===== config.mk =====
export PLATFORM = sky130hd
export DESIGN_NAME = bus_arbiter
export DESIGN_NICKNAME = d
export VERILOG_FILES = /design/src/rtl/bus_arbiter.sv
export SDC_FILE = /design/constraint.sdc
export NUM_CORES = 1
export LEC_CHECK = 0
export CELL_PAD_IN_SITES_DETAIL_PLACEMENT = 1
export CELL_PAD_IN_SITES_GLOBAL_PLACEMENT = 2
export CORE_MARGIN = 4
export CORE_UTILIZATION = 25
export DETAILED_ROUTE_END_ITERATION = 7
export PLACE_DENSITY_LB_ADDON = 0.05
export REMOVE_ABC_BUFFERS = 1
export SYNTH_ARGS = -nofsm -noshare
export SYNTH_HDL_FRONTEND = slang
export SYNTH_SLANG_ARGS = --single-unit

===== constraint.sdc =====
create_clock -name clk_25mhz -period 2.3 [get_ports clk_25mhz]
set_input_delay 0.345 -clock clk_25mhz [delete_from_list [all_inputs] [get_ports clk_25mhz]]
set_output_delay 0.345 -clock clk_25mhz [all_outputs]
set_load 0.02 [all_outputs]

===== src/rtl/bus_arbiter.sv =====
`default_nettype none
// ============================================================================
// Module   : bus_arbiter
// Purpose  : Round-robin arbiter and sequencer for the shared main bus mux.
//            Drives a one-hot (or all-zero) enable vector so that no two
//            sources ever drive the bus in the same cycle. Ownership ends
//            when the owner drops its request or when its burst limit runs
//            out while someone else is waiting. Every change of owner is
//            separated by TURN_CYC idle (all-zero) cycles.
// Ports    : clk_25mhz   in   1              system clock, rising edge
//            rst         in   1              asynchronous active-high reset
//            req         in   COUNT          per-source bus request (level)
//            enable      out  COUNT          registered mux enable, one-hot/0
//            owner       out  $clog2(COUNT)  current owner, valid when busy
//            busy        out  1              registered, equals |enable
//            grant_pulse out  1              strobe on first cycle of a grant
// Revision : 1.0  initial release
// ============================================================================
module bus_arbiter #(
    parameter int COUNT     = 4,
    parameter int MAX_BURST = 8,
    parameter int TURN_CYC  = 1
) (
    input  logic                     clk_25mhz,
    input  logic                     rst,
    input  logic [COUNT-1:0]         req,
    output logic [COUNT-1:0]         enable,
    output logic [$clog2(COUNT)-1:0] owner,
    output logic                     busy,
    output logic                     grant_pulse
);

    localparam int OW = $clog2(COUNT);
    localparam int BW = (MAX_BURST > 1) ? $clog2(MAX_BURST) : 1;
    localparam int TW = (TURN_CYC > 1) ? $clog2(TURN_CYC) : 1;

    localparam logic [BW-1:0] C_BURST_LAST = BW'(MAX_BURST - 1);
    localparam logic [TW-1:0] C_TURN_LAST  = TW'(TURN_CYC - 1);
    localparam logic [OW:0]   C_COUNT      = (OW + 1)'(COUNT);
    // Starting with the last index means source 0 is searched first.
    localparam logic [OW-1:0] C_RR_RESET   = OW'(COUNT - 1);

    typedef enum logic [1:0] {
        ST_IDLE  = 2'd0,
        ST_GRANT = 2'd1,
        ST_TURN  = 2'd2
    } state_t;

    // ------------------------------------------------------------------------
    // Registered state
    // ------------------------------------------------------------------------
    state_t          r_state;
    logic [OW-1:0]   r_rr_last;
    logic [BW-1:0]   r_burst_cnt;
    logic [TW-1:0]   r_turn_cnt;

    // ------------------------------------------------------------------------
    // Next-state values
    // ------------------------------------------------------------------------
    state_t          w_state_nxt;
    logic [COUNT-1:0] w_enable_nxt;
    logic [OW-1:0]   w_owner_nxt;
    logic            w_busy_nxt;
    logic            w_grant_nxt;
    logic [OW-1:0]   w_rr_last_nxt;
    logic [BW-1:0]   w_burst_nxt;
    logic [TW-1:0]   w_turn_nxt;

    // Arbitration result
    logic [OW:0]     w_idx;
    logic            w_win_found;
    logic [OW-1:0]   w_win_idx;
    logic            w_grant_now;
    logic            w_others;

    // ------------------------------------------------------------------------
    // Round-robin search: start one past the last winner and wrap. The wider
    // index avoids overflow before the wrap-around subtraction.
    // ------------------------------------------------------------------------
    always_comb begin
        w_idx       = '0;
        w_win_found = 1'b0;
        w_win_idx   = '0;
        for (int k = 1; k <= COUNT; k++) begin
            w_idx = {1'b0, r_rr_last} + (OW + 1)'(k);
            if (w_idx >= C_COUNT) begin
                w_idx = w_idx - C_COUNT;
            end
            if (!w_win_found && req[w_idx[OW-1:0]]) begin
                w_win_found = 1'b1;
                w_win_idx   = w_idx[OW-1:0];
            end
        end
    end

    // While granted, enable is the owner's one-hot mask, so masking req with
    // it leaves only the requests of other sources.
    assign w_others = |(req & ~enable);

    // ------------------------------------------------------------------------
    // Next-state and output decode
    // ------------------------------------------------------------------------
    always_comb begin
        w_state_nxt   = r_state;
        w_enable_nxt  = enable;
        w_owner_nxt   = owner;
        w_grant_nxt   = 1'b0;
        w_rr_last_nxt = r_rr_last;
        w_burst_nxt   = r_burst_cnt;
        w_turn_nxt    = r_turn_cnt;
        w_grant_now   = 1'b0;

        case (r_state)
            ST_IDLE: begin
                w_enable_nxt = '0;
                if (w_win_found) begin
                    w_grant_now = 1'b1;
                end
            end

            ST_GRANT: begin
                if (!req[owner]) begin
                    // Owner let go voluntarily.
                    w_state_nxt  = ST_TURN;
                    w_enable_nxt = '0;
                    w_turn_nxt   = '0;
                end else if (r_burst_cnt == C_BURST_LAST) begin
                    if (w_others) begin
                        // Burst used up and someone is waiting: force release.
                        w_state_nxt  = ST_TURN;
                        w_enable_nxt = '0;
                        w_turn_nxt   = '0;
                    end else begin
                        // Nobody waiting: keep the bus, start a fresh burst.
                        w_burst_nxt = '0;
                    end
                end else begin
                    w_burst_nxt = r_burst_cnt + BW'(1);
                end
            end

            ST_TURN: begin
                w_enable_nxt = '0;
                if (r_turn_cnt == C_TURN_LAST) begin
                    if (w_win_found) begin
                        w_grant_now = 1'b1;
                    end else begin
                        w_state_nxt = ST_IDLE;
                    end
                end else begin
                    w_turn_nxt = r_turn_cnt + TW'(1);
                end
            end

            default: begin
                w_state_nxt  = ST_IDLE;
                w_enable_nxt = '0;
            end
        endcase

        // A new grant looks the same whether it comes from IDLE or TURN.
        if (w_grant_now) begin
            w_state_nxt   = ST_GRANT;
            w_enable_nxt  = COUNT'(1) << w_win_idx;
            w_owner_nxt   = w_win_idx;
            w_rr_last_nxt = w_win_idx;
            w_burst_nxt   = '0;
            w_grant_nxt   = 1'b1;
        end

        w_busy_nxt = |w_enable_nxt;
    end

    // ------------------------------------------------------------------------
    // State register. Reset is asynchronous so enable drops immediately even
    // in the middle of a grant.
    // ------------------------------------------------------------------------
    always_ff @(posedge clk_25mhz or posedge rst) begin
        if (rst) begin
            r_state     <= ST_IDLE;
            enable      <= '0;
            owner       <= '0;
            busy        <= 1'b0;
            grant_pulse <= 1'b0;
            r_rr_last   <= C_RR_RESET;
            r_burst_cnt <= '0;
            r_turn_cnt  <= '0;
        end else begin
            r_state     <= w_state_nxt;
            enable      <= w_enable_nxt;
            owner       <= w_owner_nxt;
            busy        <= w_busy_nxt;
            grant_pulse <= w_grant_nxt;
            r_rr_last   <= w_rr_last_nxt;
            r_burst_cnt <= w_burst_nxt;
            r_turn_cnt  <= w_turn_nxt;
        end
    end

    // ------------------------------------------------------------------------
    // Simulation invariants
    // ------------------------------------------------------------------------
    a_enable_onehot0 : assert property (
        @(posedge clk_25mhz) disable iff (rst) $onehot0(enable));

    a_busy_matches : assert property (
        @(posedge clk_25mhz) disable iff (rst) busy == (|enable));

    // Two consecutive non-zero enables must belong to the same owner; any
    // change of owner has to pass through idle cycles.
    a_no_direct_switch : assert property (
        @(posedge clk_25mhz) disable iff (rst)
        ((enable != '0) && ($past(enable) != '0)) |-> (enable == $past(enable)));

endmodule
`default_nettype wire


Yosys cells after proc, flatten, opt, wreduce, memory -nomap -nowiden
Cells that the tools add are included.
W data, S select, Z words.
{"block": "classes", "n_mux": 48, "n_eq_ne": 11, "n_bitwise": 2, "reduce_logical": 15, "order_cmp": 9, "shifts": 1, "n_addsub": 10}
{"operator": "$mux W2", "n": 14}
{"operator": "$mux W4", "n": 5}
{"operator": "$mux W1", "n": 16}
{"operator": "$lt A2 B3 Y1 const B", "n": 5}
{"operator": "$mux W3", "n": 5}
{"operator": "$ne A3 B3 Y1 const B", "n": 5}
{"operator": "$ge A3 B3 Y1 const B", "n": 4}
{"operator": "$bmux W1 S2", "n": 5}
{"operator": "$ne A4 B4 Y1 const B", "n": 2}
{"operator": "$reduce_or A4 Y1", "n": 2}
{"operator": "$sub A2 B1 Y2 const B", "n": 4}
{"operator": "$add A2 B2 Y3 const B", "n": 2}
{"operator": "$pmux W2 S3", "n": 1}
{"operator": "$reduce_and A3 Y1", "n": 2}
{"operator": "$reduce_bool A2 Y1", "n": 3}
{"operator": "$reduce_and A5 Y1", "n": 1}
{"operator": "$and A4 B4 Y4", "n": 1}
{"operator": "$not A4 Y4", "n": 1}
{"operator": "$pmux W1 S2", "n": 2}
{"operator": "$shl A1 B2 Y4 const A", "n": 1}
{"operator": "$add A2 B1 Y3 const B", "n": 1}
{"operator": "$add A2 B3 Y3 const B", "n": 1}
{"operator": "$add A3 B1 Y3 const B", "n": 1}
{"operator": "$eq A3 B3 Y1 const B", "n": 1}
{"operator": "other kinds (7)", "n": 11}
{"block": "totals", "regBits": 16, "in_bits": 6}

Longest topological paths before layout
{"block": "logic_depth", "depth_word": 20, "ltp_mapped": 6, "depth_no_buf": 5}

Worst setup path before layout
OpenSTA, ideal clock, no wires.
{"block": "synth_timing", "kind": "register to register", "start": "register owner[0]", "end": "register enable[2]", "path_stages_with_launch": 5, "arrival_time_ns": 1.562, "setup_slack_ns": 0.617, "path_buffers": 1, "path_cell_list": "dfrtp_1 > mux4_2 > and3_1 > buf_6 > a22o_1"}
{"block": "synth_between", "elab_chain_len": 5}
{"element": "start: declaration", "line": "28", "rtl": "output logic [$clog2(COUNT)-1:0] owner,"}
{"element": "start signal: assignment", "line": "191", "rtl": "owner <= w_owner_nxt;"}
{"element": "$bmux W1 S2", "line": "122", "rtl": "if (!req[owner]) begin"}
{"element": "$mux W1 (not written as such)", "line": "122"}
{"element": "$mux W4", "line": "122"}
{"element": "$mux W4", "line": "113", "rtl": "case (r_state)"}
{"element": "$mux W4", "line": "162", "rtl": "if (w_grant_now) begin"}
{"element": "named net w_enable_nxt[2]", "line": "61", "rtl": "logic [COUNT-1:0] w_enable_nxt;"}
{"element": "end signal: assignment", "line": "190", "rtl": "enable <= w_enable_nxt;"}
{"element": "end: declaration", "line": "27", "rtl": "output logic [COUNT-1:0] enable,"}
The timed path passes the listed nets, and every way through them passes these cells. The select of a mux whose other input is x is not followed.
A chain may end at the register's enable or synchronous reset.

Final worst setup path
{"block": "layout_timing", "start": "input req[1]", "end": "register r_burst_cnt[1]"}
{"block": "layout_between", "elab_chain_len": 17, "elab_cells_between_ends": 30, "cone_classes": "eq/ne (1); mux (18); bitwise (1); reduce/logical (10)"}
{"element": "start: declaration", "line": "26", "rtl": "input logic [COUNT-1:0] req,"}
{"element": "$bmux W1 S2", "line": "89", "rtl": "if (!w_win_found && req[w_idx[OW-1:0]]) begin"}
{"element": "$mux W1 (not written as such)", "line": "89"}
{"element": "$mux W1", "line": "89"}
{"element": "$logic_not A1 Y1", "line": "89"}
{"element": "$logic_and A1 B1 Y1", "line": "89"}
{"element": "$mux W1", "line": "89"}
{"element": "$logic_not A1 Y1", "line": "89"}
{"element": "$logic_and A1 B1 Y1", "line": "89"}
{"element": "$mux W1", "line": "89"}
{"element": "$logic_not A1 Y1", "line": "89"}
{"element": "$logic_and A1 B1 Y1", "line": "89"}
{"element": "$mux W1", "line": "89"}
{"element": "$mux W1", "line": "116, 145"}
{"element": "$mux W1", "line": "144", "rtl": "if (r_turn_cnt == C_TURN_LAST) begin"}
{"element": "$pmux W1 S2", "line": "113"}
{"element": "$ne A3 B3 Y1 (no source line) / $reduce_bool A2 Y1 (equally long branches)"}
{"element": "$reduce_and A3 Y1 (no source line)"}
{"element": "end signal: assignment", "line": "195", "rtl": "r_burst_cnt <= w_burst_nxt;"}
{"element": "end: declaration", "line": "54", "rtl": "logic [BW-1:0] r_burst_cnt;"}
Parallel ways exist; a longest one is shown, timed or not. The select of a mux whose other input is x is not followed.

==> metrics.csv <==
stage,metric,value,unit
layout,final_util,32.93,%
layout,drive_gt1_share,14.61,%
sta,fmax,540.7,MHz
clocking,cts_resized,0,
floorplan,fp.dieArea,0.004076,mm²
floorplan,start_util,25.74,%
layout,ff_latch_area,377.9,µm²
synth,synth-seq-area-share,48.48,%
clocking,clk_latency,0.28,ns
global_routing,antenna_found_initial,0,
sta,fin_crit_sh,80.42,%
floorplan,coreArea,0.003028,mm²
layout,mostFrequentLayoutCells,"dfrtp_1, clkdlybuf4s50_1, nand2_1",
floorplan,die_w,63.84,µm
worst_setup_path,critical_path_required,2.46,ns
power,peakVddDrop,0.5447,mV
place,portBuffers,13,
clocking,tritoncts,done,
clocking,cts_buffer_depth,2,
layout,fin_nets,98,
routing,ant_nets,0,
floorplan,die-height,63.84,µm
layout,antennaDiodeCount,0,
worst_setup_path,end_kind,register,
synth,yosys.area.top_type,dfrtp_1,
power,finalPower,0.001306,W
synth,ys_ff_latch,15,
place,gp_congestion,0.7769,
global_routing,grt_pass1_wl,3243,µm
clocking,cts_setup_buffers,0,
layout,multiInputGateArea,366.6,µm²
layout,area_delta_synth_final,27.93,%
sta,final_hold_viol_count,0,
clocking,cts-root-buf,clkbuf_4,
worst_setup_path,worst-path-max-fanout,8,
clocking,cts-buffers-inserted,3,
floorplan,row_count,20,
routing,totalWireLength,1897,µm
global_routing,grt_use_total,10.11,%
worst_setup_path,crit_type,input port to register,
worst_setup_path,cp-start-kind,input port,
routing,viasPerCell,4.594,
sta,drv_slew,0,
clocking,path_clk_slew,0.10,ns
status,status,"finished, final reports clean",
routing,via_count,611,
clocking,cts.sinks,15,
floorplan,num_io_pins,14,
synth,syn_avg_cell_area,10.83,µm²
routing,drc,0,
routing,drt_iter0_drc,12,
sta,rsz0062_at_grt,no,
synth,synth_top_area_share,41.73,%
hold_path,hp-class,input port to asynchronous set/reset pin,
synth,netlist-cell-type-count,33,
worst_setup_path,worstPathArrival,2.01,ns
global_routing,grt_max_degree,16,
synth,synth_area,779.5,µm²
clocking,htreeDepth,1,
sta,period_minus_slack,1.850,ns
power,p_leak,0.4222,nW
sta,relSlewSlack,58.52,%
routing,avgRoutedWirePerCell,14.26,µm
sta,setup_tns,0,ns
routing,firstDrtPassIters,4,
sta,tightestPinTransition,0.6215,ns
synth,syn_inst,72,
synth,ys_warn_count,0,
run,cap_violations,0,
clocking,holdBufCountCts,0,
sta,fin_worst_skew,0.001791,ns
sta,final-setup-viol-count,0,
power,power_density,1309,mW/mm²
global_routing,grt.overflow.total,0,
global_routing,grt_pass1_vias,606,
synth,ys_top_cells_by_area,"dfrtp_1, dfstp_2, nor2b_1, o41ai_4, ha_1",
place,hpwl,1464,µm
layout,fillCellCount,350,
==> final timing paths <==
check | slack, ns | cells after the start | endpoint | start
max | 0.45 | 5 | r_burst_cnt[1] | req[1]
min | 0.43 | 2 | r_burst_cnt[0] | rst
max reg2reg | 0.64 | 3 | enable[2] | owner[0]
min reg2reg | 0.44 | 1 | r_state[1] | r_state[1]
max in group asynchronous | 1.47 | 2 | r_burst_cnt[1] | rst
min in group clk_25mhz | 0.44 | 1 | r_state[1] | r_state[1]
==> cell type report <==
type                    count  share of cell area (%)
clock buffers               3                   2.258
clock inverters             1                  0.7528
inverters                   4                   1.506
multi-input cells          50                   36.76
flip-flops and latches     15                   37.89
well taps                  44                   5.521
repair buffers             16                   15.31
==> where the power goes <==
part           switching, W  internal [W]  total, W
clock             0.0000910     0.0000660  0.000157
combinational      0.000343      0.000297  0.000640
sequential         0.000112      0.000397  0.000508
total              0.000546      0.000759   0.00131
==> worst max-delay path, cell delays in order <==
cell and delay, ns:
clkdlybuf4s50_1 0.53, nor2b_1 0.22, o41ai_4 0.35, and3_1 0.42, o21ai_0 0.15
==> through the flow <==
step	cell area, µm²	hold slack, ns	std cells	worst slack (ns)
4_1_cts	997.2	0.4394	133	0.4554
6_report	997.2	0.4307	133	0.4504
3_3_place_gp	967.2	0.4201	129	0.1265
3_5_place_dp	967.2	0.4241	129	0.1498
5_1_grt	997.2	0.4566	133	0.3317
2_1_floorplan	759.5	0.2450	69	0.6587
==> layer usage <==
layer	vias to the layer above	track usage (%)	routed length (µm)
met5	-	0	0
met4	0	1.617	15
met3	2	3.866	89
met2	12	14.84	828
met1	295	14.24	964
li1	302	-	-
==> state kept, by name (all words and copies together) (netlist names) <==
signal	cells
owner	2
r_burst_cnt	3
grant_pulse	1
r_rr_last	2
r_state	2
busy	1
enable	4
==> kinds of logic (layout without fill, tap and decap cells) <==
group,Yosys count,in the layout,share of synthesized area [%]
adders and majority gates,2,2,3.210
muxes,2,2,4.173
AOI/OAI and AO/OA,21,21,22.47
buffers and inverters,7,24,4.493
and+or+nand+nor,25,25,17.18
DFF,15,15,48.47
==> cells in the mapped netlist, drive strengths merged <==
master / n
a2111oi: 1
a211o: 1
a21o: 2
a21oi: 4
a22o: 2
a32o: 2
and3: 1
buf: 2
clkbuf: 1
dfrtp: 13
dfstp: 2
ha: 2
inv: 4
mux2i: 1
mux4: 1
nand2: 6
nand2b: 1
nand3: 1
nand3b: 1
nand4: 2
nor2: 3
nor2b: 5
nor3: 1
nor3b: 1
nor4: 2
o21ai: 5
o221a: 1
o221ai: 1
o22ai: 1
o41ai: 1
or2: 1
Power figures use the tool's default switching activity.
